[config.mk]
export PLATFORM = sky130hd
export DESIGN_NAME = traffic_phase_ctrl
export DESIGN_NICKNAME = d
export VERILOG_FILES = /design/src/rtl/traffic_phase_ctrl.sv
export SDC_FILE = /design/constraint.sdc
export NUM_CORES = 1
export LEC_CHECK = 0
export BUFFER_PORTS_ARGS = -buffer_cell sky130_fd_sc_hd__buf_2
export CAP_MARGIN = 5
export CORE_MARGIN = 2
export CORE_UTILIZATION = 32
export DETAILED_ROUTE_END_ITERATION = 8
export PLACE_DENSITY_LB_ADDON = 0.2
export REMOVE_ABC_BUFFERS = 1
export SYNTH_ARGS = -nofsm -noshare
export SYNTH_HDL_FRONTEND = slang
export SYNTH_SLANG_ARGS = --single-unit
[constraint.sdc]
create_clock -name clk -period 3.5 [get_ports clk]
set_input_delay 0.35 -clock clk [delete_from_list [all_inputs] [get_ports clk]]
set_output_delay 0.35 -clock clk [all_outputs]
set_load 0.01 [all_outputs]
[src/rtl/traffic_phase_ctrl.sv]
// traffic_phase_ctrl: actuated main/side intersection controller with a pedestrian WALK phase
module traffic_phase_ctrl #(
    parameter int CLK_PER_TICK = 100000000,
    parameter int T_MAIN_GREEN = 6,
    parameter int T_SIDE_GREEN = 3,
    parameter int T_YELLOW     = 1,
    parameter int T_ALLRED     = 1,
    parameter int T_WALK       = 4
) (
    input  logic       clk,
    input  logic       rst,
    input  logic       side_req,
    input  logic       ped_btn,
    output logic [2:0] light1,
    output logic [2:0] light2,
    output logic       walk,
    output logic [2:0] phase
);
    localparam int PW    = (CLK_PER_TICK > 1) ? $clog2(CLK_PER_TICK) : 1;
    localparam int T_SW  = (T_WALK > T_SIDE_GREEN) ? T_WALK : T_SIDE_GREEN;
    localparam int T_M1  = (T_MAIN_GREEN > T_SW) ? T_MAIN_GREEN : T_SW;
    localparam int T_M2  = (T_YELLOW > T_ALLRED) ? T_YELLOW : T_ALLRED;
    localparam int T_MAX = (T_M1 > T_M2) ? T_M1 : T_M2;
    localparam int TW    = $clog2(T_MAX + 1) + 1;
    localparam logic [PW-1:0] PRE_LAST = PW'(CLK_PER_TICK - 1);

    typedef enum logic [2:0] {
        MAIN_GRN = 3'd0,
        MAIN_YEL = 3'd1,
        ALLRED_A = 3'd2,
        SIDE_GRN = 3'd3,
        SIDE_YEL = 3'd4,
        ALLRED_B = 3'd5
    } state_t;

    state_t          r_state, w_nxt;
    logic [PW-1:0]   r_pre, w_pre_nxt;
    logic [TW-1:0]   r_ticks, w_ticks_nxt, w_elapsed, w_dur;
    logic            r_side_pend, r_ped_pend, r_serve_ped;
    logic            w_side_p, w_ped_p, w_serve_nxt, w_tick, w_adv, w_chg, w_entry, w_walk;
    logic [2:0]      r_l1, r_l2, w_l1, w_l2;

    // next state, timers, request latches and registered lamp values
    always_comb begin
        w_tick      = (r_pre == PRE_LAST);
        w_elapsed   = (r_ticks == '1) ? r_ticks : r_ticks + 1'b1;
        w_side_p    = r_side_pend | (side_req & (r_state != SIDE_GRN));
        w_ped_p     = r_ped_pend | (ped_btn & (r_state != SIDE_GRN));
        w_dur       = (r_state == MAIN_GRN) ? TW'(T_MAIN_GREEN) :
                      (r_state == MAIN_YEL || r_state == SIDE_YEL) ? TW'(T_YELLOW) :
                      (r_state == SIDE_GRN) ? (r_serve_ped ? TW'(T_SW) : TW'(T_SIDE_GREEN)) :
                      TW'(T_ALLRED);
        w_adv       = w_tick && (w_elapsed >= w_dur) && (r_state != MAIN_GRN || w_side_p || w_ped_p);
        w_nxt       = ALLRED_B;
        case (r_state)
            MAIN_GRN: w_nxt = w_adv ? MAIN_YEL : MAIN_GRN;
            MAIN_YEL: w_nxt = w_adv ? ALLRED_A : MAIN_YEL;
            ALLRED_A: w_nxt = w_adv ? SIDE_GRN : ALLRED_A;
            SIDE_GRN: w_nxt = w_adv ? SIDE_YEL : SIDE_GRN;
            SIDE_YEL: w_nxt = w_adv ? ALLRED_B : SIDE_YEL;
            ALLRED_B: w_nxt = w_adv ? MAIN_GRN : ALLRED_B;
            default:  w_nxt = ALLRED_B;
        endcase
        w_chg       = (w_nxt != r_state);
        w_entry     = w_chg && (w_nxt == SIDE_GRN);
        w_pre_nxt   = (w_chg || w_tick) ? '0 : r_pre + 1'b1;
        w_ticks_nxt = w_chg ? '0 : (w_tick ? w_elapsed : r_ticks);
        w_serve_nxt = w_entry ? w_ped_p : r_serve_ped;
        w_walk      = (w_nxt == SIDE_GRN) && w_serve_nxt && (w_ticks_nxt < TW'(T_WALK));
        w_l1        = (w_nxt == MAIN_GRN) ? 3'b100 : (w_nxt == MAIN_YEL) ? 3'b010 : 3'b001;
        w_l2        = (w_nxt == SIDE_GRN) ? 3'b100 : (w_nxt == SIDE_YEL) ? 3'b010 : 3'b001;
    end

    // state, counters, pending requests and lamp registers
    always_ff @(posedge clk) begin
        if (rst) begin
            r_state     <= ALLRED_B;
            r_pre       <= '0;
            r_ticks     <= '0;
            r_side_pend <= 1'b0;
            r_ped_pend  <= 1'b0;
            r_serve_ped <= 1'b0;
            r_l1        <= 3'b001;
            r_l2        <= 3'b001;
            walk        <= 1'b0;
        end else begin
            r_state     <= w_nxt;
            r_pre       <= w_pre_nxt;
            r_ticks     <= w_ticks_nxt;
            r_side_pend <= w_entry ? 1'b0 : w_side_p;
            r_ped_pend  <= w_entry ? 1'b0 : w_ped_p;
            r_serve_ped <= w_serve_nxt;
            r_l1        <= w_l1;
            r_l2        <= w_l2;
            walk        <= w_walk;
        end
    end

    assign light1 = r_l1;
    assign light2 = r_l2;
    assign phase  = r_state;
endmodule

==> impl_results.md <==
- Synth area leaders: dfxtp_1 41%, nor2_1 7.5%, xor2_1 6.1%, xnor2_1 4.9%, nand3_1 4.2%
- All-layer global routing usage: 12.0%
- Area grow syn2layout: 11.7%
- Worst Path Arrival: 3.16 ns
- Synth Area in Compound Gates: 7.93%
- DIE AREA: 7380 µm²
- Reg2reg setup slack: 0.55 ns
- Drt pass-1 iters: 4
- Clock latency on the worst-skew pair: 0.29 ns
- Clock slew at reported path FFs: 0.09 ns
- Dominant synthesized flop cell: dfxtp_1
- Pwr Density: 359 nW/µm²
- Min cycle time layout: 2.95 ns
- Initial antenna violation count: 0
- RSZ-0062 raised after global routing: no
- Via count: 1,703
- DRC Markers: 0
- I/O pins: 14
- Grt ovf: 0
- Layout cells sized above 1: 13.1%
- Final hold slack: 0.366 ns
- Post-route antenna net violation count: 0
- Reg2reg start: r_pre[0]
- Drt wl/cell: 12.0 µm
- Sequential area share after synthesis: 41.0%
- First-iteration detailed-routing DRC count: 56
- Post-DP Area: 2300 µm²
- Site Rows: 29
- Simple-Gate Fraction of Synth Area: 32.7%
- Final design utilization: 37.3%
- Max cap viols: 0
- Register area: 881 µm²
- Main combinational cell family by area after synthesis: simple AND/OR/NAND/NOR gates
- FFs w/ async S/R, synth: 0%
- Critical path capture point type: flop
- CTS tree: done
- WS Path Type: flop to flop
- TNS Setup: 0 ns
- First-pass GRT wire length: 7200 µm
- Hold Crit Class: input port to flop
- Clock power frac: 38.7%
- YS warnings: 0
- Yosys top cell area share: 41.0%
- Slew margin rel.: 53.7%
- Crit path launch type: flop
- Post-synthesis cell count: 251
- Placed instance count: 337
- Leakage power: 0.930 nW
- Psw: 0.189 mW
- Tcrit/Tclk final: 84.2%
- Initial Util: 33.4%
- Vert. Die Dim: 85.9 µm
- Via-to-Cell Ratio: 4.94
- Largest net degree at the start of global routing: 27
- R2R cell count: 7
- R2R Path End: walk
- Crit path launch: r_pre[0]
- Port bufs: 13
- Largest area contributor in the netlist: dfxtp_1
- Vias in the first global route: 1,612
- Hpwl dp: 3000 µm
- Postcts setup bufs: 0
- Final Non-Filler Cells: 345
- Final wirelength: 4130 µm
- Area occupied by multi-input gates: 1210 µm²
- CTS buffer count: 5
- Max-slew violation count: 0
- Combinational power share: 2.3%
- Nets: 276
- Status: finished, final reports clean
- Synth Cell Area: 2150 µm²
- Max clock buf depth: 2
- Int Power: 0.672 mW
- Avg Inst Size Synth: 8.55 µm²
- Ant. Diodes: 0
- Mux cell area share after synthesis: 1.75%
- Placer Congestion: 0.775
- Core Area: 6420 µm²
- Fillers: 646
- Adder-cell share of the synthesized area: 2.91%
- Critical path fanouts, max: 6
- Final hold viol count: 0
- Die X: 85.9 µm
- CTS root buf: clkbuf_8
- H-tree levels: 2
- Least-Margin Pin Slew: 0.688 ns
- Yosys cell types: 39
- Resized Gates After CTS: 0
- Clock sink count: 44
- Worst endpoint required time: 3.71 ns
- # setup viols final: 0
- Xor/xnor cell area share of the yosys netlist: 11.0%
- Hold Path Depth: 2
- Post-synth EDFFs: 0
- Peak Freq: 0.340 GHz
- End of the critical path: walk
- Count of hold buffers inserted by post-cts repair: 0
- Fin area: 2400 µm²
- Fin Clk Skew: 0.00686 ns
- Switching Share: 21.9%
- Max VDD drop: 0.212 mV
- Synthesized flop and latch total: 44
- Flop pwr share: 59.0%
[worst max-delay path, cell delays in order, from the launching register on]
cell      delay [ns]
dfxtp_1         0.38
ha_1            0.21
nand3_1         0.17
or4b_4          0.58
or4_4           0.60
nor4_4          0.34
mux2_4          0.34
nor4bb_2        0.24
[power by group through the flow]
stage | Sequential (mW) | Combinational (mW) | Clock (mW)
final | 0.508 | 0.0197 | 0.333
after detailed placement | 0.520 | 0.0203 | 0
after global routing | 0.509 | 0.0227 | 0.368
after floorplan | 0.519 | 0.0118 | 0
after CTS | 0.508 | 0.0203 | 0.348
after global placement | 0.520 | 0.0209 | 0
[logic make-up (layout without fill, tap and decap cells)]
| group | after synthesis | after routing |
|---|---|---|
| AO/OA/AOI/OAI | 28 | 28 |
| XOR/XNOR | 27 | 27 |
| adder cells (fa/ha/maj) | 5 | 5 |
| buffers and inverters | 14 | 31 |
| flip-flops | 44 | 44 |
| multiplexers | 3 | 3 |
| AND/OR/NAND/NOR | 130 | 130 |
[flip-flops by register name (all words and copies together), names as in the netlist]
name,flops
r_ticks,4
phase,3
light2,3
r_serve_ped,1
r_side_pend,1
walk,1
light1,3
r_pre,27
r_ped_pend,1
[layout by cell type, fill, tap and decap left out, types with 2 or more instances in the layout]
| cell | synthesis | final |
|---|---|---|
| buf_4 | 0 | 4 |
| and3_1 | 9 | 9 |
| nand2b_1 | 3 | 3 |
| nand4_1 | 8 | 8 |
| nor3_1 | 7 | 7 |
| o21bai_1 | 3 | 3 |
| a211oi_1 | 2 | 2 |
| nor2_1 | 43 | 43 |
| xnor2_1 | 12 | 12 |
| buf_2 | 4 | 13 |
| o21ai_0 | 5 | 5 |
| or2_2 | 2 | 2 |
| a21o_1 | 3 | 3 |
| a21oi_1 | 11 | 11 |
| inv_1 | 6 | 6 |
| nor2b_1 | 2 | 2 |
| nand2_1 | 16 | 16 |
| mux2_2 | 2 | 2 |
| clkbuf_8 | 0 | 6 |
| a31oi_1 | 2 | 2 |
| xor2_1 | 15 | 15 |
| dfxtp_1 | 44 | 44 |
| ha_1 | 5 | 5 |
| nor4_1 | 6 | 6 |
| or3_1 | 5 | 5 |
| nand3_1 | 18 | 18 |
[worst min path at each step]
| stage | start | to |
|---|---|---|
| after floorplan | rst | light2[1] |
| after global placement | r_pre[0] | r_pre[0] |
| after CTS | rst | light2[1] |
| after global routing | rst | light2[1] |
| after detailed placement | r_pre[0] | r_pre[0] |
| final | rst | light2[1] |
[cell usage after synthesis, types with 3 or more instances]
cell type and instances:
o21ai_0 5, nand3_1 18, nor4_1 6, o21bai_1 3, a21o_1 3, nand4_1 8, inv_1 6, ha_1 5
or3_1 5, xnor2_1 12, nand2b_1 3, nor3_1 7, nand2_1 16, and3_1 9, nor2_1 43, xor2_1 15
buf_2 4, dfxtp_1 44, clkbuf_1 4, a21oi_1 11
[layer usage]
metal  vias to the layer above  track usage, %  wire, µm
met1                       777            15.4      2070
met3                         4            2.60       109
met2                        15            19.8      1900
li1                        907               -         -
met5                         -               0         0
met4                         0            3.90        44
[layout make-up]
| type | instances | area share (%) |
|---|---|---|
| repair buffers | 17 | 3.97 |
| clock inverters | 1 | 0.313 |
| clock buffers | 7 | 3.60 |
| well taps | 77 | 4.02 |
| inverters | 6 | 0.939 |
| multi-input cells | 193 | 50.4 |
| flip-flops and latches | 44 | 36.7 |
[through the flow]
stage / setup slack [ns] / total power [mW]
6_report: 0.555 / 0.861
5_1_grt: 0.368 / 0.900
4_1_cts: 0.542 / 0.877
3_5_place_dp: 0.553 / 0.540
3_3_place_gp: 0.633 / 0.541
2_1_floorplan: 0.730 / 0.531
Note: power is estimated with default switching activity, not from simulation.
